==> config.mk <==
export PLATFORM = sky130hd
export DESIGN_NAME = fmc_popcount
export DESIGN_NICKNAME = d
export VERILOG_FILES = /design/src/rtl/fmc_pkg.sv /design/src/rtl/fmc_popcount.sv
export SDC_FILE = /design/constraint.sdc
export NUM_CORES = 1
export LEC_CHECK = 0
export ABC_CLOCK_PERIOD_IN_PS = 4350
export CAP_MARGIN = 25
export CORE_AREA = 5 5 42 44
export DETAILED_ROUTE_END_ITERATION = 7
export DIE_AREA = 0 0 47 49
export MAX_ROUTING_LAYER = met4
export SLEW_MARGIN = 20
export SYNTH_ARGS = -nofsm -noshare
export SYNTH_HDL_FRONTEND = slang
export SYNTH_SLANG_ARGS = --single-unit
==> constraint.sdc <==
create_clock -name vclk -period 4.35
set_input_delay 0.6525 -clock vclk [all_inputs]
set_output_delay 0.6525 -clock vclk [all_outputs]
set_load 0.01 [all_outputs]
==> src/rtl/fmc_pkg.sv <==
// Shared types and helpers for the formal output checker: FSM encoding,
// default parameters and a saturating adder.
package fmc_pkg;

  typedef enum logic [1:0] {
    ST_IDLE  = 2'd0,
    ST_SKIP  = 2'd1,
    ST_CHECK = 2'd2,
    ST_DONE  = 2'd3
  } fmc_state_e;

  localparam int FMC_WIDTH       = 8;
  localparam int FMC_SKIP_CYCLES = 1;
  localparam int FMC_RUN_CYCLES  = 10;
  localparam int FMC_ERR_W       = 16;
  localparam int FMC_CYC_W       = 16;

  // a + b clamped to 2^w-1; callers truncate the result back to w bits
  function automatic logic [63:0] sat_add(input logic [63:0] a, input logic [63:0] b,
                                          input int unsigned w);
    logic [64:0] sum;
    logic [63:0] max;
    max = (w >= 64) ? '1 : ((64'd1 << w) - 64'd1);
    sum = {1'b0, a} + {1'b0, b};
    sat_add = (sum > {1'b0, max}) ? max : sum[63:0];
  endfunction

endpackage

==> src/rtl/fmc_popcount.sv <==
// Combinational population count of a WIDTH-bit vector.
module fmc_popcount
  import fmc_pkg::*;
#(
  parameter int WIDTH = FMC_WIDTH
) (
  input  logic [WIDTH-1:0]           vec,
  output logic [$clog2(WIDTH+1)-1:0] cnt
);

  always_comb begin
    cnt = '0;
    for (int i = 0; i < WIDTH; i++) cnt = cnt + $bits(cnt)'(vec[i]);
  end

endmodule

Word level (Yosys, flattened, before mapping)
Index checks and enable logic that the tools add are counted.

$add $sub $neg: 7.

Operators by type and width (count): 4-bit by 1-bit adder with 4-bit output (4); 3-bit by 1-bit adder with 4-bit output (1); 2-bit by 1-bit adder with 3-bit output (1); 1-bit by 1-bit adder with 2-bit output (1).

Bits in registers: 0. Input port bits: 8. Word-level logic and storage cells: 7.

Longest topological paths before layout
Word-level depth: 7. Mapped depth: 9. Gate-level depth less buffers: 9.

Least setup slack after synthesis
No wires, ideal clock.

Kind: input port to output port. Start point: input port vec[0]. End point: output port cnt[2]. Data arrival time: 2.931 ns. Required time: 3.697 ns. Slack: 0.767 ns. Stages on the path: 9. Buffers on the path: 0. Cell sequence: inv_1 fa_1 fa_1 fa_1 inv_1 ha_1 inv_1 fa_1 xnor2_1.

Longest elaborated chain between the ends: 7.

Ends and longest elaborated chain: start: declaration (RTL line fmc_popcount.sv:7) `input logic [WIDTH-1:0] vec,`; 1-bit by 1-bit adder with 2-bit output (RTL line fmc_popcount.sv:13) `for (int i = 0; i < WIDTH; i++) cnt = cnt + $bits(cnt)'(vec[i]);`; 2-bit by 1-bit adder with 3-bit output (RTL line fmc_popcount.sv:13); 3-bit by 1-bit adder with 4-bit output (RTL line fmc_popcount.sv:13); 4-bit by 1-bit adder with 4-bit output (4 in series) (RTL line fmc_popcount.sv:13); end: declaration (RTL line fmc_popcount.sv:8) `output logic [$clog2(WIDTH+1)-1:0] cnt`.

Every way passes these cells.

Worst setup path after layout
Start point: input port vec[0]. End point: output port cnt[3].

Same word-level chain as after synthesis.

==> flow_summary.toml <==
[place]
gp_congestion = 0.615
hpwlAfterDp_um = 347
place_ws_ns = -0.231
portBuffers = 12

[sta]
fmax_mhz = 240
hold_slack_ns = 2.28
min_period_ns = 4.16
setup_ws_ns = 0.186
rsz0062_at_grt = "no"
finalMaxSlewViolations = 0
setup_viol_count_final = 0
slew_headroom_pct = 91.9
tightest_slew_ns = 0.120
fin_crit_sh_pct = 95.7
hold_violations = 0

[worst_hold_path]
holdPathEnd = "cnt[1]"
whs_path_depth = 6
hp-start = "vec[2]"
hold_path_class = "in -> out"

[critical_path]
crit_arrival_ns = 3.51
critPathCaptureType = "output port"
cp-start-kind = "primary input"
path_class = "in -> out"
cp_data_required_time_ns = 3.70
crit_path_max_fanout = 2

[cells_and_area]
nets = 53
antennaDiodeCount = 0
drive_gt1_share_pct = 5.56
final_core_util_pct = 22.9
syn_to_final_growth_pct = 68.4
seq_cells = 0
nClkBuffers = 0
regArea_um2 = 0

[synthesis]
synth_xor_area_share_pct = 4.61
syn-num-nets = 39
synthCells = 24
yosysMostFrequentCell = "inv_1"
synth_seq_area_share_pct = 0
ys_types = 6
synthesis.area_um2 = 190
yosys.area.top_type = "fa_1"
yosysWarnings = 0
synthSimpleGateAreaFrac_pct = 3.29
synthMuxAreaShare_pct = 0
yosysTopAreaCellShare_pct = 42.1
synth_commonest_cells = "inv_1, fa_1, ha_1"
yosys-top-cells-area = "fa_1, inv_1, ha_1, xnor2_1, nor2b_1"
synth_top_family_by_area = "adder cells"
avgSynthCellArea_um2 = 7.92
synthAdderAreaFrac_pct = 61.8
synth_compound_area_share_pct = 2.63

[floorplan]
die-width_um = 47
fp.dieH_um = 49
ioPinCount = 12
dieArea_um2 = 2300
fp-row-count = 14
core_um2 = 1400
start_util_pct = 13.6

[flow_run]
drv_cap = 0

[route]
ant_nets = 0
first_pass_iters = 1
wl_per_cell_um = 6.46
wl_um = 336
vias = 166
initialDrtViolationCount = 0
drcViolationCount = 0
via_per_inst = 3.19

[global_routing]
gr-total-overflow = 0
grt_antenna_before_repair = 0
first_global_vias = 122
grt_pass1_wl_um = 476
grt_max_degree = 3
grt.total_usage_pct = 2.67

[power]
power_density_nw_per_um2 = 221
ir_drop_mv = 0.0544
power_uw = 70.8
power_leakage_uw = 0.000176

[clock_tree]
ctsHoldBuffers = 0

[run_status]
status = "finished clean"
-- layout make-up --
type / instances / area, um^2
fill: 162 / 1080
multi-input combinational: 10 / 138
tap: 16 / 20.0
timing repair buffer: 12 / 110
inverter: 14 / 52.6
-- worst max path at each step --
stage | start | endpoint | slack (ns) | cells past startpoint
finish | vec[0] | cnt[3] | 0.19 | 10
global route | vec[0] | cnt[2] | 0.05 | 11
CTS | vec[0] | cnt[2] | 0.04 | 11
detailed placement | vec[0] | cnt[2] | -0.23 | 11
global placement | vec[0] | cnt[2] | -0.24 | 11
floorplan | vec[0] | cnt[2] | 0.77 | 9
-- power breakdown --
group | leakage, uW | switching [uW] | total [uW] | internal (uW)
logic | 0.000176 | 33.1 | 70.8 | 37.8
registers | 0 | 0 | 0 | 0
clock network | 0 | 0 | 0 | 0
-- worst max-delay path, cell delays in order --
cell,delay [ns]
clkdlybuf4s50_1,0.45
inv_1,0.05
fa_1,0.54
fa_1,0.42
fa_1,0.49
inv_1,0.04
ha_1,0.19
a21oi_1,0.14
nor2b_1,0.06
clkdlybuf4s50_1,0.47
-- per-stage QoR --
stage	std cells	area, um^2	setup TNS (ns)
after CTS	52	328	0
after floorplan	24	190	0
after global routing	52	320	0
after detailed placement	52	330	-0.438
final	52	320	0
after global placement	52	330	-0.445
-- timing repair --
item	CTS	global route
setup endpoints to repair	2	2
resized for setup	2	4
gates cloned	0	0
pin swaps	0	0
setup buffers	0	0
hold endpoints to repair	0	0
-- placed cells by master (no fill, tap or decap), drive strengths merged --
master	netlist	final
fa	4	4
xnor2	1	1
a21oi	1	1
nor2b	1	1
clkdlybuf4s50	0	10
ha	3	3
clkbuf	0	2
inv	14	14
-- cells by family (layout without fill, tap and decap cells) --
logic type / count (synthesis) / count (layout)
buf+inv: 14 / 26
fa+ha+maj: 7 / 7
compound gates: 1 / 1
xor+xnor: 1 / 1
simple gates: 1 / 1
-- layer usage --
layer,share of wire (%),wire (um),GRT usage (%)
met2,51,171,4.98
met4,0,0,0
met1,32,106,3.08
met5,0,0,-
met3,17,58,0.369
Note: power is estimated with default switching activity, not from simulation.
